<file path="src/rtl/inst_fetch_bridge_pkg.sv">
// Shared widths and helpers for the instruction fetch bridge and its FIFOs.
package inst_fetch_bridge_pkg;

  localparam int InstAddrWidth = 32;
  localparam int InstWidth     = 32;
  localparam int SramHsW       = 1;

  // Pointer width that stays legal for a single-entry FIFO.
  function automatic int ptr_w(input int depth);
    return (depth > 1) ? $clog2(depth) : 1;
  endfunction

endpackage

</file>
<file path="src/rtl/inst_fetch_bridge_if.sv">
// Fetch, decode-side and SRAM handshake signals of the fetch bridge.
interface inst_fetch_bridge_if
  import inst_fetch_bridge_pkg::*;
#(
  parameter int ADDR_W = InstAddrWidth,
  parameter int INST_W = InstWidth
) ();

  logic               fetch_req_i;
  logic [ADDR_W-1:0]  fetch_pc_i;
  logic               fetch_ready_o;
  logic               flush_i;
  logic               inst_valid_o;
  logic [INST_W-1:0]  inst_o;
  logic [ADDR_W-1:0]  inst_pc_o;
  logic               inst_ready_i;
  logic [SramHsW-1:0] sram_req_o;
  logic [ADDR_W-1:0]  sram_addr_o;
  logic [SramHsW-1:0] sram_addr_ok_i;
  logic [SramHsW-1:0] sram_data_ok_i;
  logic [INST_W-1:0]  sram_rdata_i;

  modport slave (
    input  fetch_req_i, fetch_pc_i, flush_i, inst_ready_i,
    input  sram_addr_ok_i, sram_data_ok_i, sram_rdata_i,
    output fetch_ready_o, inst_valid_o, inst_o, inst_pc_o,
    output sram_req_o, sram_addr_o
  );

  modport master (
    output fetch_req_i, fetch_pc_i, flush_i, inst_ready_i,
    output sram_addr_ok_i, sram_data_ok_i, sram_rdata_i,
    input  fetch_ready_o, inst_valid_o, inst_o, inst_pc_o,
    input  sram_req_o, sram_addr_o
  );

endinterface

</file>
<file path="src/rtl/inst_fetch_bridge_sync_fifo.sv">
// Synchronous FIFO with clear; head registered, reads 0 when empty.
// Latency: push visible at head next cycle; backpressure: push dropped when full, pop ignored when empty.
module inst_fetch_bridge_sync_fifo
  import inst_fetch_bridge_pkg::*;
#(
  parameter int WIDTH = 8,
  parameter int DEPTH = 4
) (
  input  logic                       clk,
  input  logic                       rst,
  input  logic                       push_vld,
  input  logic [WIDTH-1:0]           push_dat,
  input  logic                       pop_rdy,
  input  logic                       clr,
  output logic [WIDTH-1:0]           head_dat,
  output logic [$clog2(DEPTH+1)-1:0] count
);

  localparam int PW = ptr_w(DEPTH);
  localparam int CW = $clog2(DEPTH+1);

  logic [PW-1:0]    wr_ptr_q, wr_ptr_d, rd_ptr_q, rd_ptr_d;
  logic [CW-1:0]    count_q, count_d;
  logic [WIDTH-1:0] mem_q [DEPTH];
  logic [WIDTH-1:0] mem_d [DEPTH];
  logic             empty, full, do_push, do_pop;

  function automatic logic [PW-1:0] nxt(input logic [PW-1:0] p);
    return (p == PW'(DEPTH-1)) ? '0 : p + PW'(1);
  endfunction

  assign empty   = (count_q == '0);
  assign full    = (count_q == CW'(DEPTH));
  assign do_push = push_vld && !full && !clr;
  assign do_pop  = pop_rdy && !empty && !clr;

  always_comb begin
    wr_ptr_d = wr_ptr_q;
    rd_ptr_d = rd_ptr_q;
    count_d  = count_q;
    mem_d    = mem_q;
    if (clr) begin
      wr_ptr_d = '0;
      rd_ptr_d = '0;
      count_d  = '0;
    end else begin
      if (do_push) begin
        mem_d[wr_ptr_q] = push_dat;
        wr_ptr_d        = nxt(wr_ptr_q);
      end
      if (do_pop) rd_ptr_d = nxt(rd_ptr_q);
      if (do_push && !do_pop)      count_d = count_q + CW'(1);
      else if (!do_push && do_pop) count_d = count_q - CW'(1);
    end
  end

  always_ff @(posedge clk or negedge rst) begin
    if (!rst) begin
      wr_ptr_q <= '0;
      rd_ptr_q <= '0;
      count_q  <= '0;
      for (int i = 0; i < DEPTH; i++) mem_q[i] <= '0;
    end else begin
      wr_ptr_q <= wr_ptr_d;
      rd_ptr_q <= rd_ptr_d;
      count_q  <= count_d;
      mem_q    <= mem_d;
    end
  end

  assign head_dat = empty ? '0 : mem_q[rd_ptr_q];
  assign count    = count_q;

endmodule

</file>
<file path="src/rtl/inst_fetch_bridge.sv">
// In-order fetch bridge to split-transaction instruction SRAM with flush-discard of stale responses.
// Latency: data_ok to inst_valid_o 1 cycle; backpressure: no request while credits or FIFO space are exhausted.
module inst_fetch_bridge
  import inst_fetch_bridge_pkg::*;
#(
  parameter int OUTSTANDING = 2,
  parameter int FIFO_DEPTH  = 4,
  parameter int ADDR_W      = InstAddrWidth,
  parameter int INST_W      = InstWidth
) (
  input logic                clk,
  input logic                rst,
  inst_fetch_bridge_if.slave bus
);

  localparam int IW  = $clog2(OUTSTANDING+1);
  localparam int OCW = $clog2(FIFO_DEPTH+1);

  logic [IW-1:0]              in_flight_q, in_flight_d, discard_q, discard_d;
  logic                       credit, sram_req, addr_hs, data_hs, drop, deliver, of_pop;
  logic [ADDR_W-1:0]          pcq_head;
  logic [IW-1:0]              pcq_count;
  logic [ADDR_W+INST_W-1:0]   of_head;
  logic [OCW-1:0]             of_count;

  // FIFO space is reserved at issue time, so buffered plus in-flight never exceeds depth.
  assign credit   = (32'(in_flight_q) < OUTSTANDING) &&
                    (32'(in_flight_q) + 32'(of_count) < FIFO_DEPTH);
  assign sram_req = rst && bus.fetch_req_i && credit && !bus.flush_i;
  assign addr_hs  = sram_req && bus.sram_addr_ok_i[0];
  assign data_hs  = bus.sram_data_ok_i[0] && (in_flight_q != '0);
  assign drop     = bus.flush_i || (discard_q != '0);
  assign deliver  = data_hs && !drop && (pcq_count != '0);
  assign of_pop   = bus.inst_valid_o && bus.inst_ready_i;

  always_comb begin
    in_flight_d = in_flight_q;
    if (addr_hs && !data_hs)      in_flight_d = in_flight_q + IW'(1);
    else if (!addr_hs && data_hs) in_flight_d = in_flight_q - IW'(1);

    discard_d = discard_q;
    // Every request still outstanding after a redirect belongs to the wrong path.
    if (bus.flush_i)                           discard_d = in_flight_d;
    else if (data_hs && (discard_q != '0))     discard_d = discard_q - IW'(1);
  end

  always_ff @(posedge clk or negedge rst) begin
    if (!rst) begin
      in_flight_q <= '0;
      discard_q   <= '0;
    end else begin
      in_flight_q <= in_flight_d;
      discard_q   <= discard_d;
    end
  end

  inst_fetch_bridge_sync_fifo #(.WIDTH(ADDR_W), .DEPTH(OUTSTANDING)) u_pc_q (
    .clk      (clk),
    .rst      (rst),
    .push_vld (addr_hs),
    .push_dat (bus.fetch_pc_i),
    .pop_rdy  (deliver),
    .clr      (bus.flush_i),
    .head_dat (pcq_head),
    .count    (pcq_count)
  );

  inst_fetch_bridge_sync_fifo #(.WIDTH(ADDR_W+INST_W), .DEPTH(FIFO_DEPTH)) u_out_q (
    .clk      (clk),
    .rst      (rst),
    .push_vld (deliver),
    .push_dat ({pcq_head, bus.sram_rdata_i}),
    .pop_rdy  (of_pop),
    .clr      (bus.flush_i),
    .head_dat (of_head),
    .count    (of_count)
  );

  assign bus.sram_req_o             = sram_req;
  assign bus.sram_addr_o            = bus.fetch_pc_i;
  assign bus.fetch_ready_o          = addr_hs;
  assign bus.inst_valid_o           = (of_count != '0);
  assign {bus.inst_pc_o, bus.inst_o} = of_head;

endmodule

</file>
<file path="src/flat_wrapper.sv">
// flat-port wrapper written by rule: the top's interface ports become plain ports
module inst_fetch_bridge_flat import inst_fetch_bridge_pkg::*;
#(
  parameter int OUTSTANDING = 2,
  parameter int FIFO_DEPTH  = 4,
  parameter int ADDR_W      = InstAddrWidth,
  parameter int INST_W      = InstWidth
)
  (clk, rst, bus_fetch_req_i, bus_fetch_pc_i, bus_flush_i, bus_inst_ready_i, bus_sram_addr_ok_i, bus_sram_data_ok_i, bus_sram_rdata_i, bus_fetch_ready_o, bus_inst_valid_o, bus_inst_o, bus_inst_pc_o, bus_sram_req_o, bus_sram_addr_o);
  inst_fetch_bridge_if #(.ADDR_W(ADDR_W), .INST_W(INST_W)) bus_i ();
  input logic clk;
  input logic rst;
  input wire logic [$bits(bus_i.fetch_req_i)-1:0] bus_fetch_req_i;
  input wire logic [$bits(bus_i.fetch_pc_i)-1:0] bus_fetch_pc_i;
  input wire logic [$bits(bus_i.flush_i)-1:0] bus_flush_i;
  input wire logic [$bits(bus_i.inst_ready_i)-1:0] bus_inst_ready_i;
  input wire logic [$bits(bus_i.sram_addr_ok_i)-1:0] bus_sram_addr_ok_i;
  input wire logic [$bits(bus_i.sram_data_ok_i)-1:0] bus_sram_data_ok_i;
  input wire logic [$bits(bus_i.sram_rdata_i)-1:0] bus_sram_rdata_i;
  output wire logic [$bits(bus_i.fetch_ready_o)-1:0] bus_fetch_ready_o;
  output wire logic [$bits(bus_i.inst_valid_o)-1:0] bus_inst_valid_o;
  output wire logic [$bits(bus_i.inst_o)-1:0] bus_inst_o;
  output wire logic [$bits(bus_i.inst_pc_o)-1:0] bus_inst_pc_o;
  output wire logic [$bits(bus_i.sram_req_o)-1:0] bus_sram_req_o;
  output wire logic [$bits(bus_i.sram_addr_o)-1:0] bus_sram_addr_o;
  assign bus_i.fetch_req_i = bus_fetch_req_i;
  assign bus_i.fetch_pc_i = bus_fetch_pc_i;
  assign bus_i.flush_i = bus_flush_i;
  assign bus_i.inst_ready_i = bus_inst_ready_i;
  assign bus_i.sram_addr_ok_i = bus_sram_addr_ok_i;
  assign bus_i.sram_data_ok_i = bus_sram_data_ok_i;
  assign bus_i.sram_rdata_i = bus_sram_rdata_i;
  assign bus_fetch_ready_o = bus_i.fetch_ready_o;
  assign bus_inst_valid_o = bus_i.inst_valid_o;
  assign bus_inst_o = bus_i.inst_o;
  assign bus_inst_pc_o = bus_i.inst_pc_o;
  assign bus_sram_req_o = bus_i.sram_req_o;
  assign bus_sram_addr_o = bus_i.sram_addr_o;
  inst_fetch_bridge #(.OUTSTANDING(OUTSTANDING), .FIFO_DEPTH(FIFO_DEPTH), .ADDR_W(ADDR_W), .INST_W(INST_W)) u_core (.clk(clk), .rst(rst), .bus(bus_i));
endmodule
</file>
<file path="config.mk">
export PLATFORM = sky130hd
export DESIGN_NAME = inst_fetch_bridge_flat
export DESIGN_NICKNAME = d
export VERILOG_FILES = /design/src/rtl/inst_fetch_bridge_pkg.sv /design/src/rtl/inst_fetch_bridge_if.sv /design/src/rtl/inst_fetch_bridge_sync_fifo.sv /design/src/rtl/inst_fetch_bridge.sv /design/src/flat_wrapper.sv
export SDC_FILE = /design/constraint.sdc
export NUM_CORES = 1
export LEC_CHECK = 0
export BUFFER_PORTS_ARGS = -buffer_cell sky130_fd_sc_hd__buf_2
export CAP_MARGIN = 40
export CORE_UTILIZATION = 41
export DETAILED_ROUTE_END_ITERATION = 10
export PLACE_DENSITY_LB_ADDON = 0.3
export SLEW_MARGIN = 20
export SYNTH_ARGS = -nofsm -noshare
export SYNTH_HDL_FRONTEND = slang
export SYNTH_HIERARCHICAL = 1
export SYNTH_SLANG_ARGS = --single-unit
</file>
<file path="constraint.sdc">
create_clock -name clk -period 3.2 [get_ports clk]
set_clock_uncertainty 0.2 [all_clocks]
set_input_delay 0.32 -clock clk [delete_from_list [all_inputs] [get_ports clk]]
set_output_delay 0.32 -clock clk [all_outputs]
set_load 0.1 [all_outputs]
</file>
Word-level counts from Yosys, hierarchy flattened
Cells that the tools add are included.
{"block": "classes", "n_addsub": 12, "n_lt_le_gt_ge": 8, "eq_ne": 4, "muxes": 36, "bitwise_logic": 5, "n_reduce_logical": 54}
{"cell": "bitwise mux 256 bit", "count": 1}
{"cell": "2-to-1 mux 64 bit", "count": 4}
{"cell": "2-to-1 mux 32 bit", "count": 5}
{"cell": "binary-select mux 64 bit (select 2 bit)", "count": 1}
{"cell": "demux 64 bit (select 2 bit)", "count": 1}
{"cell": "bitwise mux 64 bit", "count": 1}
{"cell": "demux 32 bit (select 1 bit)", "count": 1}
{"cell": "< comparator 32 x 3 -> 1 bit, second input constant", "count": 1}
{"cell": "logical AND 1 bit", "count": 26}
{"cell": "2-to-1 mux 2 bit", "count": 13}
{"cell": "nonzero test 2 bit", "count": 8}
{"cell": "zero test 1 bit", "count": 12}
{"cell": "2-to-1 mux 3 bit", "count": 3}
{"cell": "nonzero test 3 bit", "count": 3}
{"cell": "adder 2 x 1 -> 2 bit, second input constant", "count": 4}
{"cell": "== test 2 bit, second input constant", "count": 3}
{"cell": "greater-or-equal comparator 3 bit, second input constant", "count": 2}
{"cell": "2-to-1 mux 1 bit", "count": 6}
{"cell": "NOT 2 -> 3 bit", "count": 2}
{"cell": "subtractor 2 x 1 -> 2 bit, second input constant", "count": 3}
{"cell": "adder 2 x 3 -> 4 bit", "count": 1}
{"cell": "greater-or-equal comparator 2 bit, second input constant", "count": 2}
{"cell": "NOT 1 -> 2 bit", "count": 2}
{"cell": "AND reduction 2 bit", "count": 2}
{"cell": "11 further kinds", "count": 12}
{"block": "word_totals", "reg_bits": 335, "inputBits": 71, "output_inout_bits": 99}

Logic depth before layout (Yosys ltp)
Gate-level depths: netlist of run 1.
{"block": "depth", "ltp_word": 13, "mapped_depth": 11, "mapped_depth_nobuf": 10}

Cells and area by module
Netlist of run 1, hierarchy kept.
{"mod": "inst_fetch_bridge_sync_fifo (u_core.u_out_q)", "instances": 1, "cells_per_inst": 750, "area_per_inst_um2": 12428.2, "seq_area_each_um2": 6581.3}
{"mod": "inst_fetch_bridge_sync_fifo (u_core.u_pc_q)", "instances": 1, "cells_per_inst": 230, "area_per_inst_um2": 3086.7, "seq_area_each_um2": 1701.6}
{"mod": "inst_fetch_bridge", "instances": 1, "cells_per_inst": 68, "area_per_inst_um2": 570.5, "seq_area_each_um2": 100.1}

Worst setup path before layout of run 1
Ideal clock, no wire load.
{"block": "synth_timing", "kind": "register to output", "from": "register u_core.in_flight_q[1]", "to": "output port bus_sram_req_o", "arrival_time_ps": 3102, "t_required_ps": 2680, "setup_slack_ps": -422, "stages_incl_launch_ff": 4, "path_cell_list": "dfrtp_1 > ha_1 > or4_4 > nor3_1"}
{"block": "synth_between", "elab_chain_cells": 5, "elab_cells_between_ends": 6, "cone_classes": "add/sub: 1; order compare: 2; reduce/logical: 3"}
{"element": "start: declaration", "line": "inst_fetch_bridge.sv:19", "text": "logic [IW-1:0] in_flight_q, in_flight_d, discard_q, discard_d;"}
{"element": "start signal: assignment", "line": "inst_fetch_bridge.sv:52", "text": "in_flight_q <= in_flight_d;"}
{"element": "adder 2 x 3 -> 4 bit", "line": "inst_fetch_bridge.sv:28", "text": "(32'(in_flight_q) + 32'(of_count) < FIFO_DEPTH);"}
{"element": "< comparator 32 x 3 -> 1 bit", "line": "inst_fetch_bridge.sv:28"}
{"element": "logical AND 1 bit *", "line": "inst_fetch_bridge.sv:27", "text": "assign credit = (32'(in_flight_q) < OUTSTANDING) &&"}
{"element": "logical AND 1 bit * (2 in series)", "line": "inst_fetch_bridge.sv:29", "text": "assign sram_req = rst && bus.fetch_req_i && credit && !bus.flush_i;"}
{"element": "end: declaration", "line": "flat_wrapper.sv:24", "text": "output wire logic [$bits(bus_i.sram_req_o)-1:0] bus_sram_req_o;"}
Every way passes the cells marked *; elsewhere a longest branch is shown, timed or not.

Worst setup path after layout of run 1
{"block": "layout_timing", "from": "register u_core.in_flight_q[1]", "to": "output port bus_fetch_ready_o"}
{"block": "layout_between", "elab_chain_cells": 6, "elab_cells_between_ends": 7, "cone_classes": "add/sub: 1; order compare: 2; reduce/logical: 4"}
{"element": "adder 2 x 3 -> 4 bit", "line": "inst_fetch_bridge.sv:28"}
{"element": "< comparator 32 x 3 -> 1 bit", "line": "inst_fetch_bridge.sv:28"}
{"element": "logical AND 1 bit *", "line": "inst_fetch_bridge.sv:27"}
{"element": "logical AND 1 bit * (2 in series)", "line": "inst_fetch_bridge.sv:29"}
{"element": "logical AND 1 bit *", "line": "inst_fetch_bridge.sv:30", "text": "assign addr_hs = sram_req && bus.sram_addr_ok_i[0];"}
{"element": "end: declaration", "line": "flat_wrapper.sv:20", "text": "output wire logic [$bits(bus_i.fetch_ready_o)-1:0] bus_fetch_ready_o;"}
Marked as above.

==> out/results.txt, run 1 <==
The flow ran to the end, and the final reports show no timing, DRC or antenna violations. For the warning count from the yosys run, the log shows 6. In this run the most critical hold path is launched from bus_flush_i. The tools report the count of final hold-check violations as 0. The post-CTS clock slew at the launch and capture registers of the worst setup and hold paths came out at 0.06 ns. Most frequent cell after synthesis: sky130_fd_sc_hd__dfrtp_1. Summed over all nets, the switching power comes to 2480 uW. The most used flip-flop cell after synthesis was sky130_fd_sc_hd__dfrtp_1. In this run the static leakage power is 0.00950 uW. In the routed design, unresolved DRC markers number 0. IR analysis of the VDD net gives a maximum drop of 0.352 mV.

The startpoint-to-endpoint class of the critical path is reg2out. Sequential cells account for 45.9% of the total power. For this design the top-level I/O count stands at 170. The count of distinct cell types in the synthesized netlist is 50, and the largest incremental delay on the critical path is 0.54 ns. Entering global routing, the biggest net connects 148 pins.

The fraction of power spent switching nets works out to 24.5%. Gates resized during post-CTS repair numbered 0. The global-route wire length before repair is 53800 um, and the total length of routed wires is 33600 um. The synthesized design spends more area on one cell type than any other, namely sky130_fd_sc_hd__dfrtp_1. The synthesized design devotes to its leading area cell type 52.1% of total area. The core region is 0.0386 mm2. The tools report the fraction of power consumed by the clock network as 43.2%. By instance count, the cell type seen most on the critical path is sky130_fd_sc_hd__or4_4. The endpoint of the lowest-slack register-to-register path was u_core/u_pc_q/mem_q[41]. Family of cells with the greatest summed delay on the critical path: simple AND/OR/NAND/NOR gates.

The multi-input combinational cells in the finished layout cover a total of 0.00690 mm2. Final count of pins violating max slew: 0. The cell sitting at the root of the clock tree is a sky130_fd_sc_hd__clkbuf_16.

The area growth from synthesis to layout is 19.3%. The remaining antenna violation count was 0. The shortest period the worst path allows came out at 3.07 ns.

The cell count after synthesis came out at 1048. The area of all placed cells without fillers was 0.0192 mm2; the maximum clock frequency was 326 MHz. The post-detailed-route wirelength per cell was 18.6 um. The routed layout has 9127 vias. In the final layout, flip-flops and latches occupy 0.00839 mm2. At the end of routability-driven placement, the weighted congestion stood at 0.738. After synthesis, flip-flops and latches occupy 52.1% of the total area.

For the post-placement cell area, the log shows 0.0172 mm2. The capturing element type of the critical path was an output port. The worst setup path is launched from a flip-flop. Counting flops with a built-in enable in the synthesized netlist gives 0. For this run, the detailed router's first-pass iteration total came to 4.

The commonest cells after synthesis are sky130_fd_sc_hd__dfrtp_1, sky130_fd_sc_hd__mux2_2, sky130_fd_sc_hd__mux4_2. Setup violations remaining at the end of the flow were counted as 0. Setup total negative slack on the finished layout was measured at 0 ns.

Once the floorplan was initialized, standard cells occupied 41.6% of the core. Clock tree synthesis inserted a total of 38 buffers. For the final antenna diode count, the log shows 0. The mean number of vias per cell is 5.05. Row generation in the floorplan step produced 72 rows.

In this run the mean area of a mapped cell was 15.3 um2. The transition time at the pin with the least slew margin was 0.836 ns; the worst-case headroom to the max-slew limit was 44.3%. The critical path goes through ha_1, or4_4, or4_4, inv_6, buf_4, buf_12. The logic depth of the worst register-to-register path works out to 8. For the maximum count of clock buffers along a single path, the log shows 3. The number of nets handed over by synthesis was 1128. Required time at the worst-slack endpoint: 2.68 ns. Setup repair after global routing left no endpoint under its margin. The horizontal extent of the die is 200 um. TritonCTS built the clock tree. Proportion of register bits with asynchronous set or reset after synthesis: 100%.

The tools report the end of the worst hold path as u_core/u_pc_q/count[1]. For this block, the initial DRC count from the detailed router was 347. Data arrives at the worst endpoint at 2.55 ns. Along the worst path, the maximum fanout reaches 7. Input and output buffers added on the ports amount to 169. The clock tree synthesis step divided the H-tree into 2 levels. Initial antenna violation count: 0. The number of buffers and inverters on the critical path is 3. The overall overflow remaining after global route was 0. Measured on the finished design, the core utilization comes to 49.6%. The slowest cell on the critical path is sky130_fd_sc_hd__or4_4.

For the clock sink total, the log shows 335. The via count of the first global-routing pass is 9681, and the flip-flop and latch count after synthesis is 335. Layout filler cell count: 3363.

Global routing used 17.4% of the available tracks across all layers. The power density over cell area is 527 mW/mm2. The final layout contains 1341 nets. The worst hold path was traced through 3 stages.

The class of the worst hold path is in2reg. The area of the die is 0.0400 mm2. At the later pin of the worst-skew pair, clock insertion delay measures 0.55 ns.

In this run the vertical extent of the chip is 200 um. By area the synthesized netlist is led by sky130_fd_sc_hd__dfrtp_1, sky130_fd_sc_hd__mux2_2, sky130_fd_sc_hd__mux4_2, sky130_fd_sc_hd__mux2_4, sky130_fd_sc_hd__mux2i_1. For the flop-to-flop setup slack, the log shows 0.16 ns. The fraction of layout instances using a drive strength above 1 is 51.4%.

Cell internal power was estimated by the tool at 7630 uW. Combinational power share: 10.9%. After layout, the worst path uses 95.9% of the clock period. The synthesized netlist occupies a cell area of 0.0161 mm2.

Across the run, the number of max-cap violations was 0. For the placed wire-length estimate after detailed placement, the log shows 20500 um. The startpoint identified for the worst register-to-register timing path is u_core/in_flight_q[1].
## per-stage QoR
step                hold WS (ns)  std cells  power (uW)  setup slack, ns
floorplan                 -0.176       1048        5420           0.0312
global placement           0.268       1671        5700            0.207
detailed placement         0.279       1671        5740            0.179
CTS                       0.0107       1808       10300           0.0556
global route              0.0424       1808       10600          0.00467
finish                    0.0481       1808       10100            0.133
## final cells by class
class | instances | area share (%)
timing repair buffer | 269 | 10.1
multi-input combinational | 603 | 36.0
clock inverter | 17 | 0.965
clock buffer | 52 | 5.60
tap | 518 | 3.38
sequential | 335 | 43.7
inverter | 14 | 0.300
## cells by family (layout without fill, tap and decap cells)
family                     count (synthesis)  after routing  synth area share, %
AOI/OAI and AO/OA                         27             27                 1.11
xor gates and xnor gates                   4              4                0.218
adders and majority gates                  9              9                0.747
buffers and inverters                    110            352                 5.16
DFF                                      335            335                 52.1
muxes                                    423            423                 35.2
and+or+nand+nor                          140            140                 5.45
## per-layer routing
| metal | vias up | share of wire (%) | GRT usage [%] | wire (um) |
|---|---|---|---|---|
| met2 | 153 | 47 | 27.5 | 15600 |
| li1 | 4187 | - | - | - |
| met4 | 0 | 1.6 | 4.30 | 553 |
| met3 | 43 | 3.8 | 3.58 | 1290 |
| met5 | - | 0 | 0 | 0 |
| met1 | 4744 | 48 | 24.5 | 16100 |
## cell usage in the layout, fill, tap and decap left out, drive strengths merged, types with 4 or more instances in the layout
| master | Yosys | routed |
|---|---|---|
| ha | 8 | 8 |
| dlygate4sd3 | 0 | 68 |
| dfrtp | 335 | 335 |
| and2b | 25 | 25 |
| inv | 14 | 16 |
| mux2 | 322 | 322 |
| nor2b | 41 | 41 |
| o21ai | 5 | 5 |
| buf | 80 | 201 |
| nor2 | 41 | 41 |
| nand3 | 6 | 6 |
| clkinv | 0 | 11 |
| nand2 | 4 | 4 |
| nor3b | 4 | 4 |
| a21oi | 8 | 8 |
| clkbuf | 16 | 52 |
| mux2i | 37 | 37 |
| mux4 | 64 | 64 |
## sequential cells by signal (all words and copies together), names as in the netlist
| name | cells |
|---|---|
| u_core/u_out_q/rd_ptr_q | 2 |
| u_core/discard_q | 2 |
| u_core/u_out_q/count | 3 |
| u_core/in_flight_q | 2 |
| u_core/u_pc_q/wr_ptr_q | 1 |
| u_core/u_pc_q/mem_q | 64 |
| u_core/u_out_q/wr_ptr_q | 2 |
| u_core/u_out_q/mem_q | 256 |
| u_core/u_pc_q/count | 2 |
| u_core/u_pc_q/rd_ptr_q | 1 |
## worst reg2reg max path, cell delays in order (launching register included)
cell                      delay [ns]
sky130_fd_sc_hd__dfrtp_1        0.41
sky130_fd_sc_hd__ha_1           0.21
sky130_fd_sc_hd__or4_4          0.44
sky130_fd_sc_hd__or4_4          0.54
sky130_fd_sc_hd__inv_6          0.07
sky130_fd_sc_hd__inv_1          0.09
sky130_fd_sc_hd__nor4_4         0.34
sky130_fd_sc_hd__buf_12         0.24
sky130_fd_sc_hd__mux2_2         0.39
## power by group through the flow
stage	Clock [uW]	Sequential [uW]	Combinational, uW
final	4370	4630	1100
after global routing	4710	4670	1220
after CTS	4530	4640	1120
after detailed placement	0	4710	1030
after global placement	0	4700	1000
after floorplan	0	4670	748
## what timing repair did
action                    CTS  global route
buffers inserted            0             0
hold endpoints to repair  238             0
hold buffers               68             0
## worst max-delay path by stage
stage,start,endpoint,slack (ns),depth (start not counted)
2_1_floorplan,u_core/in_flight_q[1],u_core/u_pc_q/mem_q[33],0.03,8
3_3_place_gp,u_core/in_flight_q[1],u_core/u_pc_q/mem_q[35],0.21,8
3_5_place_dp,u_core/in_flight_q[1],u_core/u_pc_q/mem_q[61],0.18,8
4_1_cts,u_core/u_out_q/rd_ptr_q[0],bus_inst_o[9],0.06,4
5_1_grt,u_core/u_out_q/rd_ptr_q[0],bus_inst_o[9],0.005,4
6_report,u_core/in_flight_q[1],bus_fetch_ready_o,0.13,6
Note: power is estimated with default switching activity, not from simulation.
==> run 2: changes to the inputs <==
- ABC_AREA: unset -> 1
- CELL_PAD_IN_SITES_DETAIL_PLACEMENT: unset -> 1
- CELL_PAD_IN_SITES_GLOBAL_PLACEMENT: unset -> 1
==> run 2 against run 1 <==
  * First-iteration DRC count is 75% higher
  * Clock power is 2% higher
  * Sequential cell count stayed put
  * Maximum frequency is 1.8% higher
  * Register-to-register slack better by 0.30 ns
  * Synthesized cell count is 83% higher
  * Area after synthesis is 3.4% higher
  * Global-route usage is 5.8 points higher
  * Routed wire length is 38% higher
  * Critical path type unchanged
==> out/results.txt, run 2 <==
Initial antenna violation count: 0. The worst setup path is launched from a flip-flop. The power density over cell area came out at 879 mW/mm2.

Headroom to the max-slew limit came out at 36.5%. The count of buffers added on input and output ports is 169. The top cell types in the final layout, fill and taps aside, are sky130_fd_sc_hd__nand2_1, sky130_fd_sc_hd__dfrtp_1, sky130_fd_sc_hd__nor2_1, sky130_fd_sc_hd__o21ai_2, sky130_fd_sc_hd__o21ai_0. The class of the worst hold path is in2reg. The signal on the critical path passes through inv_2, buf_4, nor2_1, o21ai_0, a21oi_1, buf_2.

The register with the most flip-flops in the layout has 256 of them. STA classifies the critical path endpoint as an output port. Before antenna repair, the detailed router went through 5 iterations. For the worst path setup slack after routing, the log shows 0.187 ns.

In the synthesized netlist, the number of instances is 1922. For this run, the slowest stage of the critical path takes 0.59 ns. On the critical path the largest part of the delay comes from buffers and inverters. The most used flip-flop cell after synthesis is sky130_fd_sc_hd__dfrtp_1. The clock latency on the worst-skew pair is 0.56 ns. The warning count from the yosys run was 6. After global routing the overflow that remains totals 0. For the pin with the worst max-slew slack, the measured transition is 0.952 ns. The final count of pins violating max slew is 0, and the total setup violations reported at the end of the flow is 0.

The most frequent cell after synthesis was sky130_fd_sc_hd__nand2_1. The critical path is of the reg2out type. The count of final hold-check violations came out at 0.

The run gives 50.4% as the sequential fraction of the synthesis area. The maximum clock frequency came out at 332 MHz. Summed over all instances, the cell type with the most area after synthesis is sky130_fd_sc_hd__dfrtp_1. The wire-length estimate of the detail-placed layout is 28100 um. Of the cells placed in the final design, the portion with a size suffix greater than 1 is 23.7%.

The final weighted congestion in routability-driven placement is 0.759, and the area of the die is 0.0414 mm2. Data on the critical path arrives at its endpoint at 2.49 ns. The tools report the total via count after detailed routing as 13500. The leading cell type in the layout, fill and taps excluded is sky130_fd_sc_hd__nand2_1. Data on the critical path is required at its endpoint by 2.68 ns. The critical path contains buffers and inverters numbering 3 combined.

The mean number of vias per cell came out at 5.14. The I/O pin total is 170. Counting flops per register, the top entry is u_core/u_out_q/mem_q. The horizontal extent of the die is 203 um, and the synthesized area per cell is 8.65 um2. The total length of routed wires was 46300 um.

The area growth from synthesis to layout is 20.8%. The height of the die is 203 um, and the number of rows in the core area is 73. After synthesis, the most frequently instantiated cells are sky130_fd_sc_hd__nand2_1, sky130_fd_sc_hd__dfrtp_1, sky130_fd_sc_hd__nor2_1.

Global routing consumed, over all layers together, 23.2% of the routing resources. Timing analysis after detailed placement gives a worst setup slack of 0.316 ns. The final critical path takes up 94.2% of the cycle. The flip-flop and latch count after synthesis is 335, and the worst hold slack is 0.0705 ns.

The tool flagged a number of max-cap violations equal to 0. Dividing the detail-routed wire length by the instance count gives 17.6 um. The CTS buffer count came out at 39. The via count of the first global-routing pass was 14400; the post-CTS clock slew at the launch and capture registers of the worst setup and hold paths was 0.06 ns. Yosys mapped a number of flops with a built-in enable equal to 0. The flow ran to the end, and the final reports show no timing, DRC or antenna violations. Along the worst path, the maximum fanout reaches 22.

The initial utilization of the core area, before any placement, comes to 41.7%. The tools report the root cell of the clock tree as sky130_fd_sc_hd__clkbuf_16. The longest clock path from root to sink contains 3 buffers. Yosys mapped the design onto 37 distinct sky130hd cell types.

After synthesis, the cell types taking the most area are sky130_fd_sc_hd__dfrtp_1, sky130_fd_sc_hd__o21ai_2, sky130_fd_sc_hd__nand2_1, sky130_fd_sc_hd__nor2_1, sky130_fd_sc_hd__o21ai_0. In the routed design, unresolved DRC markers number 0. The clock tree synthesis step divided the H-tree into 2 levels. The mapped cell area came out at 0.0166 mm2. The slowest stage of the critical path belongs to the cell sky130_fd_sc_hd__dfrtp_4. Setup total negative slack on the finished layout was measured at 0 ns.

TritonCTS built the clock tree. The top cell type by area accounts for 50.4% of the synthesized area. The detailed router finished its first iteration with 608 violations. The tools report the number of setup buffers added after CTS as 0.

Entering global routing, the biggest net connects 164 pins. The region available for standard cell placement spans 0.0398 mm2. Counting every net in the synthesized netlist gives 2002. The analysis attributes to cell leakage a power of 0.00922 uW. Setup repair after global routing left no endpoint under its margin.

The peak supply drop was 0.568 mV; the clock sink total was 335. For this run, asynchronously set or reset flops after synthesis account for 100%. The count of nets left with antenna violations once routing finished came out at 0. The shortest period the worst path allows is 3.01 ns. The number of antenna diodes in the final layout is 0.

The logs give 76600 um for the global-route wire length before repair and 2154 for the final net count.
## run 2: cell count changes in the layout (fill, tap and decap cells not counted), sizes merged, moves of 7 or more
cell / before / now
nand3: 6 / 15
clkbuf: 52 / 59
inv: 16 / 131
nor2b: 41 / 0
mux2: 322 / 0
mux4: 64 / 0
a21oi: 8 / 100
o21ai: 5 / 455
mux2i: 37 / 0
and2b: 25 / 0
nand2: 4 / 434
nor2: 41 / 273
## run 2: routing by layer
layer	share of wire (%)	wire length, um	track usage, %	vias up
li1	-	-	-	6489
met3	3.4	1570	3.15	61
met4	1.8	855	6.07	0
met1	45	21000	30.8	6725
met5	0	0	0	-
met2	49	22800	39.8	226
## run 2: report_power, final
part | internal [uW] | switching (uW)
sequential | 4520 | 229
combinational | 2350 | 6100
clock | 2670 | 1790
## run 2: worst paths after layout
kind,start,end,slack [ns],depth (start not counted)
max in group asynchronous,rst,u_core/u_out_q/mem_q[41],1.10,4
min in group asynchronous,rst,u_core/u_out_q/mem_q[121],0.31,3
min reg2reg,u_core/u_out_q/mem_q[144],u_core/u_out_q/mem_q[144],0.28,2
max reg2reg,u_core/in_flight_q[1],u_core/u_out_q/count[2],0.46,15
max,u_core/u_out_q/rd_ptr_q[1],bus_inst_o[3],0.19,6
min,bus_sram_data_ok_i,u_core/in_flight_q[1],0.07,5
## run 2: metrics by stage
step                power, uW  utilization [%]  std cells  area, um2
floorplan               10400                -       1922      16600
global placement        13100             45.4       2490      18100
detailed placement      13200             45.5       2491      18100
CTS                     17900             50.4       2627      20100
global route            18500             50.4       2627      20100
finish                  17700             50.4       2627      20100
## run 2: timing repair
item | 4_1_cts | 5_1_grt
hold endpoints to repair | 290 | 0
endpoints found under the setup margin | 0 | 2
gates resized for setup | 0 | 3
hold buffers | 67 | 0
## run 2: cells by family (layout without fill, tap and decap cells)
logic type               Yosys count  count (layout)  synth area share [%]
AND/OR/NAND/NOR                  727             727                  17.2
AO/OA/AOI/OAI                    559             559                  21.4
flip-flops                       335             335                  50.4
adder cells (fa/ha/maj)            9               9                 0.722
buffers and inverters            290             470                  10.2
XOR/XNOR                           2               2                 0.105
## run 2: worst min-delay path, stage by stage
cell and delay (ns):
sky130_fd_sc_hd__buf_2 0.10, sky130_fd_sc_hd__inv_1 0.09, sky130_fd_sc_hd__nor2_4 0.05, sky130_fd_sc_hd__nand3_1 0.09, sky130_fd_sc_hd__nand3_2 0.10
## run 2: cell type report
type	count	area (um2)
Fill cell	4643	19700
Sequential cell	335	8390
Multi-Input combinational cell	1297	6590
Timing Repair Buffer	270	2650
Clock buffer	58	1200
Tap cell	525	657
Inverter	131	499
Clock inverter	11	95.1
==> run 3: changes to the inputs <==
- SETUP_SLACK_MARGIN: unset -> 0.2
==> run 3 against run 2 <==
  * Critical path depth stayed put
  * Setup slack better by 0.084 ns
  * Non-clock buffer count is 2 lower
  * Power is 4.2% lower
  * Global-route usage is 0.77 points lower
  * Register-to-register slack better by 0.06 ns
  * Sequential power hardly changed
==> out/results.txt, run 3 (synthesis gave the netlist of run 2 again) <==
Clock tree synthesis inserted a total of 40 buffers. The run gives 45900 um as the total length of routed wires. The logic depth of the worst register-to-register path is 15. The post-detailed-route wirelength per cell works out to 17.5 um. Dividing the final minimum period by the clock period gives 91.5%. The critical path is of the reg2out type. The die covers 0.0414 mm2. Number of optimization iterations in the first detailed-route pass: 5.

After detailed routing, the number of vias per cell comes to 5.09. In the final timing run, aggregate negative setup slack is 0 ns. In this run the number of H-tree levels came out at 2. The min-delay analysis places its worst path in the category in2async.

Measured along the x axis, the die boundary spans 203 um. The global-route wire length before repair was 75000 um; the clock sink total was 335. Leaving out fill and tap cells, the most frequent cell in the layout is sky130_fd_sc_hd__nand2_1. The floorplan has 73 rows. TritonCTS built the clock tree.

Total via count after detailed routing: 13400. The tool flagged a number of max-cap violations equal to 0. The root buffer cell chosen for the clock tree is sky130_fd_sc_hd__clkbuf_16. Maximum number of pins on one net before global-route repair: 137. In this run, the number of DRC markers left after iteration 0 of detailed routing was 585. Setup violations remaining at the end of the flow were counted as 0.

The region available for standard cell placement spans 0.0398 mm2. Global-route usage over all layers: 22.4%. The top cell types in the final layout, fill and taps aside, are sky130_fd_sc_hd__nand2_1, sky130_fd_sc_hd__dfrtp_1, sky130_fd_sc_hd__nor2_1, sky130_fd_sc_hd__o21ai_2, sky130_fd_sc_hd__o21ai_0. The worst flop-to-flop path startpoint is u_core/in_flight_q[1]. The register with the highest flop count is u_core/u_out_q/mem_q.

Required time at the worst-slack endpoint: 2.68 ns. The remaining antenna violation count was 0. Detailed placement finished with a half-perimeter wire length of 26500 um. Dividing total power by cell area gives a power density of 861 mW/mm2.

Setup repair after global routing could not meet its margin everywhere. Total of buffers placed on input and output ports: 169. Leakage dissipation: 0.00908 uW. Across the VDD grid, the largest voltage drop is 0.613 mV. The run finished with clean final reports. Of all nets on the critical path, the largest fanout is 11. The initial antenna violation count is 0, and the I/O pin total is 170. The fraction of layout instances using a drive strength above 1 was 23.8%; the shortest period the worst path allows was 2.93 ns. For flop-to-flop paths, the worst setup slack is 0.52 ns.

Final antenna diode count: 0. For the total design power, the log shows 16900 uW. The maximum clock frequency came out at 341 MHz. At the later pin of the worst-skew pair, clock insertion delay measures 0.54 ns. STA classifies the critical path endpoint as an output port.

For the number of DRC violations after detailed routing, the log shows 0. The layout filler cell count was 4710. The growth of design area from synthesis to finish came out at 18.1%. In this run the vertical extent of the chip is 203 um.

For the final count of pins violating max slew, the log shows 0. The run gives 14400 as the via count of the first global-routing pass. Transition time at the pin with the least slew margin: 0.828 ns. After clock tree synthesis, the clock-pin slew on the worst setup and hold paths is 0.06 ns.

In this run the critical register-to-register path is captured at u_core/u_out_q/count[2]. The startpoint type of the worst setup path is a flip-flop. For the endpoint arrival time on the critical path, the log shows 2.41 ns. The number of flip-flops under the largest register name was 256; the final net count was 2153. The tools report the initial core utilization as 41.7%. The final weighted congestion in routability-driven placement is 0.767, and the worst-case headroom to the max-slew limit is 44.8%. Counting along the longest clock path gives a buffer depth of 3.

The count of final hold-check violations is 0. The overall overflow remaining after global route came out at 0.
run 3: repair_timing:
action	in CTS	in global routing
setup endpoints to repair	64	50
hold buffers	67	0
resized for setup	48	23
buffers inserted	0	1
endpoints found under the hold margin	429	0
gates cloned	0	2
run 3: worst max-delay path, stage by stage, from the launching register on:
cell	delay, ns
sky130_fd_sc_hd__dfrtp_4	0.59
sky130_fd_sc_hd__buf_4	0.26
sky130_fd_sc_hd__nor2_1	0.07
sky130_fd_sc_hd__nor2_1	0.07
sky130_fd_sc_hd__o21ai_0	0.12
sky130_fd_sc_hd__a21oi_1	0.28
sky130_fd_sc_hd__buf_2	0.49
run 3: power by group:
| group | switching, uW | internal (uW) | leakage [uW] |
|---|---|---|---|
| Clock | 1770 | 2690 | 0.000640 |
| Combinational | 5970 | 1730 | 0.00381 |
| Sequential | 244 | 4520 | 0.00463 |
run 3: cell type report:
class | instances | area [um2] | share of cell area [%]
clock buffers | 62 | 1220 | 6.19
clock inverters | 8 | 76.3 | 0.389
inverters | 131 | 504 | 2.57
well taps | 525 | 657 | 3.35
flip-flops and latches | 335 | 8390 | 42.7
repair buffers | 268 | 2180 | 11.1
multi-input cells | 1297 | 6610 | 33.6
run 3: worst max-delay path by stage:
stage                              endpoint                       start
floorplan                 bus_inst_pc_o[16]  u_core/u_out_q/rd_ptr_q[0]
global placement    u_core/u_out_q/count[2]       u_core/in_flight_q[1]
detailed placement  u_core/u_out_q/count[2]       u_core/in_flight_q[1]
CTS                       bus_inst_pc_o[21]  u_core/u_out_q/rd_ptr_q[0]
global route                  bus_inst_o[5]  u_core/u_out_q/rd_ptr_q[1]
finish                    bus_inst_pc_o[18]  u_core/u_out_q/rd_ptr_q[0]
run 3: through the flow:
step	cell area (um2)	hold slack, ns	util, %	std cells	setup slack (ns)
4_1_cts	19500	0.0282	49.0	2623	0.151
3_3_place_gp	17400	-0.00137	43.6	2484	0.464
6_report	19600	0.0531	49.3	2626	0.271
5_1_grt	19600	0.0596	49.3	2626	0.183
3_5_place_dp	17400	0.00267	43.8	2486	0.372
2_1_floorplan	16700	-0.176	-	1922	0.212
run 3: metal layers:
metal  global-route usage (%)  wire [um]
met1                     30.1      21100
met2                     38.1      22500
met3                     3.10       1400
met4                     5.83        891
met5                        0          0
